<file path="src/rtl/uart_rx_frame_decoder.sv">
// UART receive frame decoder: extracts data bits, checks parity/stop bits and buffers results in a show-ahead FIFO.
// Optional build macro UART_RX_DROP_ERR_FRAME_EN discards frames with parity or framing errors instead of storing them.
module uart_rx_frame_decoder #(
    parameter int DEPTH     = 16,
    parameter int RX_THRESH = 1
) (
    input  logic                       clk_i,
    input  logic                       rst_ni,
    input  logic                       frame_valid_i,
    input  logic [11:0]                frame_i,
    input  logic [3:0]                 number_data_receive,
    input  logic                       parity_bit_mode,
    input  logic                       parity_odd_i,
    input  logic                       stop_bit_twice,
    input  logic                       flush_i,
    input  logic                       rd_en_i,
    output logic [7:0]                 rd_data_o,
    output logic                       rd_perr_o,
    output logic                       rd_ferr_o,
    output logic                       rd_valid_o,
    output logic [$clog2(DEPTH):0]     count_o,
    output logic                       overrun_o,
    output logic                       rx_irq_o
);

    localparam int PTR_W = $clog2(DEPTH);
    localparam int CNT_W = PTR_W + 1;
    localparam logic [CNT_W-1:0] FULL_CNT   = CNT_W'(DEPTH);
    localparam logic [CNT_W-1:0] THRESH_CNT = CNT_W'(RX_THRESH);

    // Frame decode (combinational, from the raw frame and the current configuration)
    logic [3:0] data_len;
    logic [3:0] par_pos;
    logic [3:0] stop_pos;
    logic [3:0] stop2_pos;
    logic [7:0] dec_data;
    logic       dec_perr;
    logic       dec_ferr;
    logic       unused_start_bit;

    assign unused_start_bit = frame_i[0];

    always_comb begin
        data_len = 4'd5;
        case (number_data_receive)
            4'd6:    data_len = 4'd6;
            4'd7:    data_len = 4'd7;
            4'd8:    data_len = 4'd8;
            default: data_len = 4'd5;
        endcase
        par_pos   = data_len + 4'd1;
        stop_pos  = par_pos + {3'b000, parity_bit_mode};
        stop2_pos = stop_pos + 4'd1;
        // Mask keeps only the N data bits, so the stored byte is already zero-extended.
        dec_data  = frame_i[8:1] & (8'hFF >> (4'd8 - data_len));
        dec_perr  = parity_bit_mode & ((^dec_data ^ frame_i[par_pos]) != parity_odd_i);
        dec_ferr  = ~frame_i[stop_pos] | (stop_bit_twice & ~frame_i[stop2_pos]);
    end

    // Stage 1: entry = {ferr, perr, data}
    logic       s1_valid;
    logic [9:0] s1_entry;

    always_ff @(posedge clk_i or negedge rst_ni) begin
        if (!rst_ni) begin
            s1_valid <= 1'b0;
            s1_entry <= '0;
        end else if (flush_i) begin
            s1_valid <= 1'b0;
        end else begin
            s1_valid <= frame_valid_i;
            if (frame_valid_i) begin
                s1_entry <= {dec_ferr, dec_perr, dec_data};
            end
        end
    end

    // Stage 2: FIFO write side
    logic             s1_push_req;
    logic [9:0]       mem [DEPTH];
    logic [PTR_W-1:0] wr_ptr;
    logic [PTR_W-1:0] rd_ptr;
    logic [CNT_W-1:0] count;
    logic             fifo_full;
    logic             fifo_empty;
    logic             do_push;
    logic             do_pop;
    logic             drop_push;
    logic             overrun;
    logic             rx_irq;

`ifdef UART_RX_DROP_ERR_FRAME_EN
    assign s1_push_req = s1_valid & ~s1_entry[9] & ~s1_entry[8];
`else
    assign s1_push_req = s1_valid;
`endif

    assign fifo_full  = (count == FULL_CNT);
    assign fifo_empty = (count == '0);
    // Read side: rd_valid_o flags a valid head; the head is consumed at the clock edge
    // where rd_en_i is high, and rd_en_i while rd_valid_o is low is ignored.
    assign do_pop     = rd_en_i & ~fifo_empty;
    assign do_push    = s1_push_req & (~fifo_full | rd_en_i);
    assign drop_push  = s1_push_req & fifo_full & ~rd_en_i;

    always_ff @(posedge clk_i or negedge rst_ni) begin
        if (!rst_ni) begin
            wr_ptr  <= '0;
            rd_ptr  <= '0;
            count   <= '0;
            overrun <= 1'b0;
        end else if (flush_i) begin
            wr_ptr  <= '0;
            rd_ptr  <= '0;
            count   <= '0;
            overrun <= 1'b0;
        end else begin
            if (do_push) begin
                wr_ptr <= wr_ptr + 1'b1;
            end
            if (do_pop) begin
                rd_ptr <= rd_ptr + 1'b1;
            end
            case ({do_push, do_pop})
                2'b10:   count <= count + 1'b1;
                2'b01:   count <= count - 1'b1;
                default: count <= count;
            endcase
            if (drop_push) begin
                overrun <= 1'b1;
            end
        end
    end

    always_ff @(posedge clk_i or negedge rst_ni) begin
        if (!rst_ni) begin
            rx_irq <= 1'b0;
        end else begin
            rx_irq <= (count >= THRESH_CNT);
        end
    end

    // Storage is intentionally not reset; the read side is gated by rd_valid_o.
    always_ff @(posedge clk_i) begin
        if (do_push && !flush_i) begin
            mem[wr_ptr] <= s1_entry;
        end
    end

    logic [9:0] head;

    assign head       = mem[rd_ptr];
    assign rd_valid_o = ~fifo_empty;
    assign rd_data_o  = fifo_empty ? 8'h00 : head[7:0];
`ifdef UART_RX_DROP_ERR_FRAME_EN
    assign rd_perr_o  = 1'b0;
    assign rd_ferr_o  = 1'b0;
`else
    assign rd_perr_o  = ~fifo_empty & head[8];
    assign rd_ferr_o  = ~fifo_empty & head[9];
`endif
    assign count_o    = count;
    assign overrun_o  = overrun;
    assign rx_irq_o   = rx_irq;

endmodule

</file>
<file path="config.mk">
export PLATFORM = sky130hd
export DESIGN_NAME = uart_rx_frame_decoder
export DESIGN_NICKNAME = d
export VERILOG_FILES = /design/src/rtl/uart_rx_frame_decoder.sv
export SDC_FILE = /design/constraint.sdc
export NUM_CORES = 1
export LEC_CHECK = 0
export BUFFER_PORTS_ARGS = -buffer_cell sky130_fd_sc_hd__buf_4
export CAP_MARGIN = 20
export CORE_ASPECT_RATIO = 0.75
export CORE_MARGIN = 2
export CORE_UTILIZATION = 45
export CTS_BUF_LIST = sky130_fd_sc_hd__clkbuf_2
export CTS_CLUSTER_DIAMETER = 50
export DETAILED_ROUTE_END_ITERATION = 8
export PLACE_DENSITY_LB_ADDON = 0.12
export SETUP_SLACK_MARGIN = 0.1
export SYNTH_ARGS = -nofsm -noshare
export SYNTH_HDL_FRONTEND = slang
export SYNTH_SLANG_ARGS = --single-unit
export TNS_END_PERCENT = 30
</file>
<file path="constraint.sdc">
create_clock -name clk_i -period 3.45 [get_ports clk_i]
set_clock_uncertainty 0.1 [all_clocks]
set_input_delay 0.1725 -clock clk_i [delete_from_list [all_inputs] [get_ports clk_i]]
set_output_delay 0.1725 -clock clk_i [all_outputs]
set_load 0.01 [all_outputs]
</file>
---- After elaboration in Yosys (flattened, before gate mapping) ----
Memories as Yosys holds them, arrays and structs flattened.
Index checks and enable logic that the tools add are counted.
storage, ports and cells
  bits in writable memories ............... 160
  register bits ........................... 26
  bits in read-only memories .............. 0
  latch bits .............................. 0
  memories kept ........................... 1
cells by class
  shift-type cells ........................ 1
  reduce and logical (&&, ||, !) cells .... 9
  $lt $le $gt $ge ......................... 4
  div/mod/pow operators ................... 0
  eq/ne operators ......................... 7
  multipliers ............................. 0
  multiplexer cells ....................... 19
  add/subtract/negate cells ............... 8
  bitwise logic cells ..................... 18
memory list
  name  depth  width  read ports  clocked after Yosys merged registers in  write ports  RTL line  text
  mem   16     10     1           0                                        1            80        logic [9:0] mem [DEPTH];
operators with widths
  cell                 count
  $add 4x1->4 const B  4
  $mux 4               4
  $lt 4x5->1 const B   3
  $bmux 1 s4           3
  $pmux 4 s3           1
  $pmux 5 s2           1
  $and 1x1->1          8
  $and 8x8->8          1
  $eq 4x3->1 const B   2
  $mux 1               8
  $mux 8               1
  $reduce_xor 8->1     1
  $shr 8x4->8 const A  1
  $not 1->1            6
  $reduce_bool 2->1    3
  $add 5x1->5 const B  1
  $eq 5x5->1 const B   1
  $ge 5x1->1 const B   1
  $logic_not 5->1      1
  $mux 5               1
  $sub 5x1->5 const B  1
  $add 4x1->4          1
  $eq 4x4->1 const B   1
  $sub 4x4->4 const A  1
  9 further kinds      10

---- Depth between registers and ports, before layout ----
Gate-level depths: netlist of run 1.
  depth in word-level cells ............... 10
  mapped depth ............................ 13
  mapped depth without buffers ............ 12

---- Worst setup path after synthesis of run 1 ----
OpenSTA, ideal clock, no wires.
  path type ............................... input-to-reg
  start ................................... input port number_data_receive[0]
  end ..................................... register s1_entry[9]
  slack ................................... 0.283 ns
  cell stages on the path ................. 12
  setup time .............................. 0.082 ns
  buffers on the path ..................... 1
  data arrival time ....................... 2.985 ns
  data required time ...................... 3.268 ns
  path through ............................ or4b_1 > buf_6 > o21a_1 > ha_1 > inv_1 > ha_1 > ha_1 > mux4_2 > mux2_2 > o21ai_1 > o311ai_1 > a31oi_1
on the way
  longest elaborated chain between the ends .. 10
  elaborated cells between the ends (all ways) .. 15
  those cells by class .................... 3 x add/sub; 3 x eq/ne; 5 x mux; 4 x bitwise
RTL lines
  item                                             RTL line  text
  start, declared                                  11        input logic [3:0] number_data_receive,
  $eq 4x4->1 / $eq 4x3->1 (equally long branches)  45        case (number_data_receive)
  $pmux 4 s3 (*)                                   45
  $add 4x1->4 (*)                                  51        par_pos = data_len + 4'd1;
  $add 4x1->4 (*)                                  52        stop_pos = par_pos + {3'b000, parity_bit_mode};
  $add 4x1->4                                      53        stop2_pos = stop_pos + 4'd1;
  $bmux 1 s4                                       57        dec_ferr = ~frame_i[stop_pos] | (stop_bit_twice & ~frame_i[stop2_pos]);
  $mux 1 (not written as such)                     57
  $not 1->1                                        57
  $and 1x1->1                                      57
  $or 1x1->1 (*)                                   57
  end signal, assigned                             73        s1_entry <= {dec_ferr, dec_perr, dec_data};
  end, declared                                    62        logic [9:0] s1_entry;
Mark *: on every way between the ends. The rest lies on a longest branch, timed or not. The select of a mux whose other input is x is not followed.
A chain may end at the register's enable or synchronous reset.

---- Worst setup path after layout of run 1 ----
  start ................................... register rd_ptr[0]
  end ..................................... output port rd_data_o[0]
on the way
  longest elaborated chain between the ends .. 2
RTL lines
  item                    RTL line  text
  start, declared         82        logic [PTR_W-1:0] rd_ptr;
  start signal, assigned  122       rd_ptr <= rd_ptr + 1'b1;
  $mem_v2 16x10           --
  $mux 8                  154       assign rd_data_o = fifo_empty ? 8'h00 : head[7:0];
  end, declared           17        output logic [7:0] rd_data_o,
Every way passes these cells.

==> results.toml, run 1 <==
[clocking]
cts_tree = "yes"
clk_latency_ps = 720
cts_buffers = 17
cts-root-buf = "clkbuf_2"
post-cts-setup-buffers = 0
clk_path_buf_depth = 2
clk_transition_reported_paths_ps = 240
cts_sinks = 186
h-tree-depth = 4

[power]
combPwrFrac_pct = 24.8
pwr_density_cell_nw_per_um2 = 524.6
net_switching_uw = 1447
power.total_uw = 4937
cellLeakagePower_uw = 0.003289
power.switching_fraction_pct = 29.30
internal_uw = 3491
power.ir.vdd_worst_mv = 0.2302
pwr-share-clk_pct = 20.6
power_frac_seq_pct = 54.6

[drt]
drc = 0
via_count = 4542
initialDrtViolationCount = 387
drt-pass1-iter-count = 4
antenna_left = 0
detail_route.vias_per_cell = 5.532
route.detailed.wl_per_inst_um = 21.95
detail_route.wirelength_um = 18020

[global_route]
antenna_found_initial = 0
global_route_wire_length_before_repair_um = 27460
globalRouteOverflowTotal = 0
largest_net_degree_at_the_start_of_global_routing = 43
number_of_global_route_vias_before_repair = 4677
global_route.usage.total_pct = 20.28

[job]
timing.max_cap.violations = 0

[timing]
rsz0062_at_grt = "false"
setup-violations-final = 0
timing_max_transition_violations_final = 0
tns_ps = 0
finalCriticalPeriod_ps = 3166
report.final.hold_viol_count = 0
layout_setup_ws_ps = 283.9
hold-worst-slack_ps = 67.89
relSlewSlack_pct = 41.57
worstMarginPinSlew_ps = 876.4
maxClockFrequency_mhz = 315.8
timing.final.crit_share_pct = 91.77

[run_status]
status = "finished, final reports clean"

[final_layout]
area.growth.synth_to_final_pct = 16.57
final_layout_size_suffix_gt1_share_pct = 28.84
n_antenna_cell = 0
filler_cell_count = 1451
final_net_count = 604

[critical_path]
worstSetupStartpointType = "flip-flop"
cp_data_required_time_ps = 3180
largest_fanout_on_the_critical_path = 21
cp.arrival_ps = 2890
worst-setup-path-type = "flip-flop to output port"
worstSetupEndpointType = "output port"

[synth]
synth_async_sr_flop_share_pct = 13.98
ys_warn_count = 0
synthesis.area_per_instance_um2 = 17.36
synth_area_leader_cell = "edfxtp_1"
synthDistinctLibCells = 49
cell_area_after_synthesis_um2 = 8074
netlist_instances = 465
ys_ff_latch = 186
synthesis.nets = 503
synth_top_area_share_pct = 59.51
ys_dominant_reg_cell = "edfxtp_1"
yosysSeqAreaShare_pct = 67.57
synth_enable_flop_cells = 160
synth_area_leaders = "edfxtp_1 (60%), mux4_2 (16%), dfrtp_1 (8.1%), nor2_1 (2.2%), ha_1 (2.2%)"

[placed_design]
dpl_worst_slack_ps = 288.9
gp_congestion = 0.8439
post-dp-hpwl_um = 11650
placement.io_buffers = 41

[worst_hold_path]
hold_class = "input pin to flip-flop"

[die]
floorplan.die_area_um2 = 19040
core-area_um2 = 17600
die_y_um = 120.0
dieWidth_um = 158.7
fp-row-count = 42
initial_utilization_pct = 45.86
boundaryPins = 42
## synthesized netlist by cell type, types with 3 or more instances
master,n
edfxtp_1,160
mux4_2,56
nor2_1,47
nand2_1,31
dfrtp_1,26
clkbuf_1,14
ha_1,14
and2_1,12
inv_1,11
o21ai_0,10
a21oi_1,9
xnor2_1,7
xor2_1,7
nand4_1,4
buf_2,3
nand2b_1,3
nand3b_1,3
o221ai_1,3
or3_1,3
## layout make-up
cell class | instances | area, um^2 | share of cell area, %
repair buffers | 102 | 905.9 | 9.625
well taps | 242 | 302.8 | 3.217
clock inverters | 13 | 117.6 | 1.250
clock buffers | 19 | 95.09 | 1.010
flip-flops and latches | 186 | 5458 | 57.99
multi-input cells | 248 | 2491 | 26.47
inverters | 11 | 41.29 | 0.4387
## power by group through the flow
stage               logic [uW]  registers, uW  clock network [uW]
finish                    1220           2700                1020
CTS                       1220           2690                1040
detailed placement        1180           2740                   0
global route              1340           2720                1130
global placement          1160           2730                   0
floorplan                  759           2680                   0
## cell families (layout without fill, tap and decap cells)
logic type | after synthesis | in the layout | share of synthesized area (%)
flip-flops | 186 | 186 | 67.57
XOR/XNOR | 17 | 17 | 2.418
buffers and inverters | 31 | 145 | 1.581
AO/OA/AOI/OAI | 40 | 40 | 3.270
multiplexers | 60 | 60 | 16.15
adder cells (fa/ha/maj) | 14 | 14 | 2.170
AND/OR/NAND/NOR | 117 | 117 | 6.850
## registers in the layout (all words and copies together) (netlist names)
name,flops
wr_ptr,4
s1_entry,10
mem,160
overrun_o,1
rx_irq_o,1
count_o,5
rd_ptr,4
s1_push_req,1
## cell usage in the layout, fill, tap and decap left out, types with 3 or more instances in the layout
| cell | netlist | final |
|---|---|---|
| and2_1 | 12 | 12 |
| buf_4 | 0 | 67 |
| xnor2_1 | 7 | 7 |
| or3_1 | 3 | 3 |
| nor2_1 | 47 | 47 |
| dlygate4sd3_1 | 0 | 31 |
| inv_1 | 11 | 11 |
| ha_1 | 14 | 14 |
| clkbuf_2 | 0 | 19 |
| inv_6 | 0 | 3 |
| mux4_2 | 56 | 56 |
| o221ai_1 | 3 | 3 |
| nand2_1 | 31 | 31 |
| nand3b_1 | 3 | 3 |
| nand4_1 | 4 | 4 |
| o21ai_0 | 10 | 10 |
| nand2b_1 | 3 | 3 |
| edfxtp_1 | 160 | 160 |
| dfrtp_1 | 26 | 24 |
| xor2_1 | 7 | 7 |
| a21oi_1 | 9 | 9 |
## repair_timing
| action | CTS | global route |
|---|---|---|
| hold endpoints to repair | 56 | 0 |
| endpoints found under the setup margin | 0 | 5 |
| hold buffers | 32 | 0 |
| resized for setup | 0 | 1 |
## layer usage
| metal | global-route usage [%] | routed length, um | up-vias |
|---|---|---|---|
| li1 | - | - | 2030 |
| met1 | 30.13 | 8390 | 2343 |
| met2 | 30.52 | 8333 | 153 |
| met3 | 4.045 | 1104 | 16 |
| met4 | 6.194 | 188 | 0 |
| met5 | 0 | 0 | - |
## final timing paths
kind | from | to | slack [ps] | cells after the start
max in group asynchronous | rst_ni | s1_entry[4] | 2730 | 4
setup / recovery | rd_ptr[0] | rd_data_o[0] | 280 | 5
setup reg to reg | count_o[0] | mem[11][5] | 430 | 8
hold / removal | frame_valid_i | s1_push_req | 70 | 3
min in group asynchronous | rst_ni | overrun_o | 320 | 4
hold reg to reg | overrun_o | overrun_o | 470 | 2
## metrics by stage
step | instances | instance area [um^2] | utilization (%)
2_1_floorplan | 465 | 8074 | -
3_3_place_gp | 756 | 8836 | 50.19
3_5_place_dp | 756 | 8836 | 50.19
4_1_cts | 820 | 9379 | 53.28
5_1_grt | 821 | 9412 | 53.46
6_report | 821 | 9412 | 53.46
## worst max-delay path, cell delays in order, from the launching register on
cell     delay [ps]
dfrtp_2         540
buf_16          240
mux4_2          580
mux4_2          480
and2_1          180
buf_4           140
Power figures use the tool's default switching activity.
==> inputs of run 2 (changes only) <==
- CORE_UTILIZATION: 45 -> 62
- GPL_TIMING_DRIVEN: default -> 0
- PLACE_DENSITY: default -> 0.79
- PLACE_DENSITY_LB_ADDON: 0.12 -> default
==> run 2 against run 1 <==
Global-route usage up 4.3 points. Register-to-register slack worse by 240 ps. First-iteration DRC count down 3.6%. Non-clock buffer count down 3. Critical endpoint is now mem[7][2]. Sequential power about the same. Critical path type is now flip-flop to flip-flop. Wire length down 11%. Count of clock-buffer cells in the layout down 2. Setup slack worse by 95 ps.
==> results.toml, run 2 (synthesis results as in run 1) <==
[run_status]
status = "finished, final reports clean"

[power]
power.total_uw = 5004
power.ir.vdd_worst_mv = 0.2308
pwr_density_cell_nw_per_um2 = 536.6
cellLeakagePower_uw = 0.003235

[timing]
setup-violations-final = 0
rsz0062_at_grt = "true"
finalCriticalPeriod_ps = 3261
report.final.hold_viol_count = 0
maxClockFrequency_mhz = 306.7
relSlewSlack_pct = 25.93
timing.final.crit_share_pct = 94.51
worstMarginPinSlew_ps = 1107
timing_max_transition_violations_final = 0
tns_ps = 0

[critical_path]
largest_fanout_on_the_critical_path = 10
cp.arrival_ps = 3550
cp_data_required_time_ps = 3740
worst-setup-path-type = "flip-flop to flip-flop"
worstSetupStartpointType = "flip-flop"
worstSetupEndpointType = "flip-flop"

[placed_design]
post-dp-hpwl_um = 10830
placement.io_buffers = 40
gp_congestion = 0.8857
placed_area_um2 = 8588

[clocking]
cts_tree = "yes"
cts_sinks = 186
clk_transition_reported_paths_ps = 290
post-cts-setup-buffers = 0
clk_latency_ps = 740
h-tree-depth = 4
clk_path_buf_depth = 2
cts-root-buf = "clkbuf_2"
cts_buffers = 17

[final_layout]
top_register = "mem"
final_area_um2 = 9325
area.growth.synth_to_final_pct = 15.50
final_net_count = 601
filler_cell_count = 783
most_used_cells_in_the_layout_excluding_fill_and_tap_cells = "edfxtp_1 (160), mux4_2 (56), nor2_1 (47), buf_4 (40), dlygate4sd3_1 (35)"
n_antenna_cell = 0
multiInputGateArea_um2 = 2519
largest_register_ffs = 160
sequential_cell_area_um2 = 5455
final_common_cell = "edfxtp_1"
final_layout_size_suffix_gt1_share_pct = 26.74

[drt]
detail_route.wirelength_um = 16070
drt-pass1-iter-count = 5
detail_route.vias_per_cell = 6.147
via_count = 4592
route.detailed.wl_per_inst_um = 21.51
antenna_left = 0
drc = 0
initialDrtViolationCount = 373

[global_route]
number_of_global_route_vias_before_repair = 4499
global_route.usage.total_pct = 24.54
largest_net_degree_at_the_start_of_global_routing = 27
global_route_wire_length_before_repair_um = 24630
antenna_found_initial = 0
globalRouteOverflowTotal = 0

[die]
die_y_um = 102.8
fp-row-count = 36
boundaryPins = 42
floorplan.die_area_um2 = 13960
initial_utilization_pct = 62.89
core-area_um2 = 12840
dieWidth_um = 135.8

[worst_hold_path]
hold_class = "input pin to flip-flop"

[job]
timing.max_cap.violations = 0
==> run 2: cell types whose count changed in the layout (fill, tap and decap cells not counted), moves of 3 or more <==
cell           before  now
ha_1               14   11
buf_6               0    7
dlygate4sd3_1      31   35
clkinv_8            0    4
inv_8               1    5
clkbuf_1            0    8
clkbuf_4            0    4
buf_4              67   40
==> run 2: critical path, cell delays in order (launching register included) <==
cell and delay [ps]:
dfrtp_1 540, inv_1 70, ha_1 220, or3b_1 220, nor2_1 110, nor2_1 480
nand2_1 280, nor2_1 880
==> run 2: final timing paths <==
check	startpoint	end	slack (ps)	depth (start not counted)
setup / recovery	count_o[0]	mem[7][2]	190	7
hold / removal	frame_i[0]	s1_entry[9]	80	6
setup reg to reg	count_o[0]	mem[7][2]	190	7
hold reg to reg	overrun_o	overrun_o	440	2
max in group asynchronous	rst_ni	wr_ptr[1]	2800	4
min in group asynchronous	rst_ni	count_o[1]	280	4
==> run 2: routing by layer <==
| metal | GRT usage (%) | up-vias | wire [um] |
|---|---|---|---|
| li1 | - | 2031 | - |
| met2 | 39.47 | 226 | 7830 |
| met5 | 0 | - | 0 |
| met4 | 7.372 | 0 | 186 |
| met3 | 5.261 | 20 | 1466 |
| met1 | 34.83 | 2315 | 6583 |
==> run 2: repair_timing <==
action	CTS	global route
hold buffers	36	0
endpoints found under the hold margin	51	0
pin swaps	0	0
endpoints found under the setup margin	10	96
gates resized for setup	13	20
==> run 2: area by class of cell <==
class,instances,share of cell area (%)
sequential,186,58.50
multi-input combinational,248,27.01
timing repair buffer,79,7.554
tap,171,2.294
clock inverter,15,1.852
buffer,20,1.436
clock buffer,17,0.9124
inverter,11,0.4428
==> run 2: through the flow <==
| step | hold WS (ps) | util, % | worst slack, ps | std cells |
|---|---|---|---|---|
| 3_5_place_dp | 8.622 | 66.90 | -132.6 | 676 |
| 4_1_cts | 7.690 | 71.93 | 106.5 | 744 |
| 6_report | 78.82 | 72.64 | 189.2 | 747 |
| 3_3_place_gp | -1.149 | 66.90 | -62.84 | 676 |
| 2_1_floorplan | -223.1 | - | 283.1 | 465 |
| 5_1_grt | 79.05 | 72.64 | -23.78 | 747 |
==> run 2: report_power, final <==
| group | internal, uW | total, uW | switching (uW) |
|---|---|---|---|
| logic | 666 | 1270 | 600 |
| registers | 2550 | 2670 | 119 |
| clock network | 250 | 1070 | 818 |
==> inputs of run 3 (changes only) <==
- CELL_PAD_IN_SITES_DETAIL_PLACEMENT: default -> 1
- CELL_PAD_IN_SITES_GLOBAL_PLACEMENT: default -> 2
- CORE_UTILIZATION: 62 -> 48
- PLACE_DENSITY: 0.79 -> 0.8
- RECOVER_POWER: default -> 25
==> run 3 against run 2 <==
The run now ends with capacitance limit, slew limit left. First-iteration DRC count decreased by 9.9%. Critical path depth unchanged. Sequential share of layout area shrank 0.31 points. Critical endpoint is now mem[7][6]. Setup slack worse by 59 ps. Largest power group unchanged. Fmax is 1.8% lower. Via count is 1.7% lower. Worst hold slack improved by 31 ps. Clock power about the same. Register-to-register slack got worse by 60 ps. Global-route usage decreased by 2.7 points. Core utilization down 16 points. Flip-flop and latch count unchanged.
==> results.toml, run 3 (synthesis results as in run 1) <==
[run_status]
status = "finished, violations left"
violations = "capacitance limit, slew limit"

[placed_design]
post-dp-hpwl_um = 12940
dpl_worst_slack_ps = -149.5
placement.io_buffers = 40
gp_congestion = 0.7993

[timing]
maxClockFrequency_mhz = 301.2
rsz0062_at_grt = "true"
layout_setup_ws_ps = 130.0
timing_max_transition_violations_final = 27
worstMarginPinSlew_ps = 1580
timing.final.crit_share_pct = 96.23
setup-violations-final = 0
relSlewSlack_pct = -5.303
report.final.hold_viol_count = 0
hold-worst-slack_ps = 109.9
finalCriticalPeriod_ps = 3320

[drt]
antenna_left = 0
route.detailed.wl_per_inst_um = 23.58
via_count = 4512
detail_route.wirelength_um = 18750
detail_route.vias_per_cell = 5.675
initialDrtViolationCount = 336
drt-pass1-iter-count = 4
drc = 0

[critical_path]
cell_type_group_with_the_largest_total_delay_on_the_critical_path = "simple AND/OR/NAND/NOR gates"
critical-path-slowest-cell = "nor2_1"
cp_data_required_time_ps = 3720
cpPeakStageDelay_ps = 880
cp.arrival_ps = 3590
path_buf_inv = 1
worst-setup-path-type = "flip-flop to flip-flop"
worstSetupEndpointType = "flip-flop"
largest_fanout_on_the_critical_path = 10
worstSetupStartpointType = "flip-flop"
path_cells = "inv_1 -> ha_1 -> or3b_1 -> nor2_1 -> nor2_1 -> nand2_1 -> nor2_1"
path_common_cell = "nor2_1"

[die]
floorplan.die_area_um2 = 17890
core-area_um2 = 16620
initial_utilization_pct = 48.58
dieWidth_um = 153.8
fp-row-count = 41
die_y_um = 116.3
boundaryPins = 42

[final_layout]
area.growth.synth_to_final_pct = 16.12
final_layout_size_suffix_gt1_share_pct = 26.94
top_register = "mem"
most_used_cells_in_the_layout_excluding_fill_and_tap_cells = "edfxtp_1 (160), mux4_2 (56), nor2_1 (46), buf_4 (41), dlygate4sd3_1 (34)"
final_net_count = 604
largest_register_ffs = 160
final_core_util_pct = 56.41
final_common_cell = "edfxtp_1"

[clocking]
post-cts-setup-buffers = 0
clk_latency_ps = 720
cts_sinks = 186
h-tree-depth = 4
clk_transition_reported_paths_ps = 240
cts-root-buf = "clkbuf_2"
clk_path_buf_depth = 2
cts_buffers = 17
cts_tree = "yes"

[power]
pwr_density_cell_nw_per_um2 = 539.9
power.ir.vdd_worst_mv = 0.2061
power.total_uw = 5062
cellLeakagePower_uw = 0.003241

[global_route]
antenna_found_initial = 1
global_route_wire_length_before_repair_um = 28610
globalRouteOverflowTotal = 0
largest_net_degree_at_the_start_of_global_routing = 27
number_of_global_route_vias_before_repair = 4762
global_route.usage.total_pct = 21.84

[job]
timing.max_cap.violations = 1

[worst_hold_path]
hold_class = "input pin to flip-flop"
-- run 3: what timing repair did --
action,CTS,global route
hold buffers,35,0
endpoints found under the setup margin,19,101
hold endpoints to repair,44,0
gates resized for setup,19,21
pin swaps,0,0
-- run 3: metrics by stage --
stage / std cells / instance area (um^2) / setup TNS, ps
6_report: 795 / 9375 / 0
5_1_grt: 795 / 9375 / -2492
4_1_cts: 790 / 9311 / 0
3_5_place_dp: 723 / 8677 / -149.5
3_3_place_gp: 720 / 8643 / -129.3
2_1_floorplan: 465 / 8074 / 0
-- run 3: cell type report --
type                       instances  area (um^2)
antenna                            1        2.502
buffer                            20        147.6
clock buffer                      18        90.09
clock inverter                    14        145.1
fill                            1578         7246
inverter                          11        41.29
multi-input combinational        248         2509
sequential                       186         5455
tap                              215        269.0
timing repair buffer              82        715.7
-- run 3: worst reg2reg max path, cell delays in order (launching register included) --
cell and delay (ps):
dfrtp_1 500, inv_1 110, ha_1 220, or3b_1 260
nor2_1 130, nor2_1 490, nand2_1 290, nor2_1 880
-- run 3: power by group --
group	total, uW	leakage [uW]	internal (uW)	switching [uW]
Clock	1090	0.000141	339	754
Sequential	2670	0.00181	2550	122
Combinational	1290	0.00129	672	623
-- run 3: worst paths after layout --
path | cells past startpoint | end | startpoint | slack [ps]
worst max register to register | 7 | mem[7][6] | count_o[1] | 130
max in group asynchronous | 4 | s1_entry[4] | rst_ni | 1340
worst min-delay path | 6 | s1_entry[9] | number_data_receive[1] | 110
min in group asynchronous | 4 | s1_entry[7] | rst_ni | 990
worst max-delay path | 7 | mem[7][6] | count_o[1] | 130
worst min register to register | 2 | overrun_o | overrun_o | 460
-- run 3: metal layers --
layer / vias up / global-route usage (%) / wire length [um]
met4: 0 / 4.893 / 150
met2: 112 / 36.59 / 9242
met3: 13 / 3.748 / 871
li1: 2034 / - / -
met5: - / 0 / 0
met1: 2353 / 30.76 / 8482
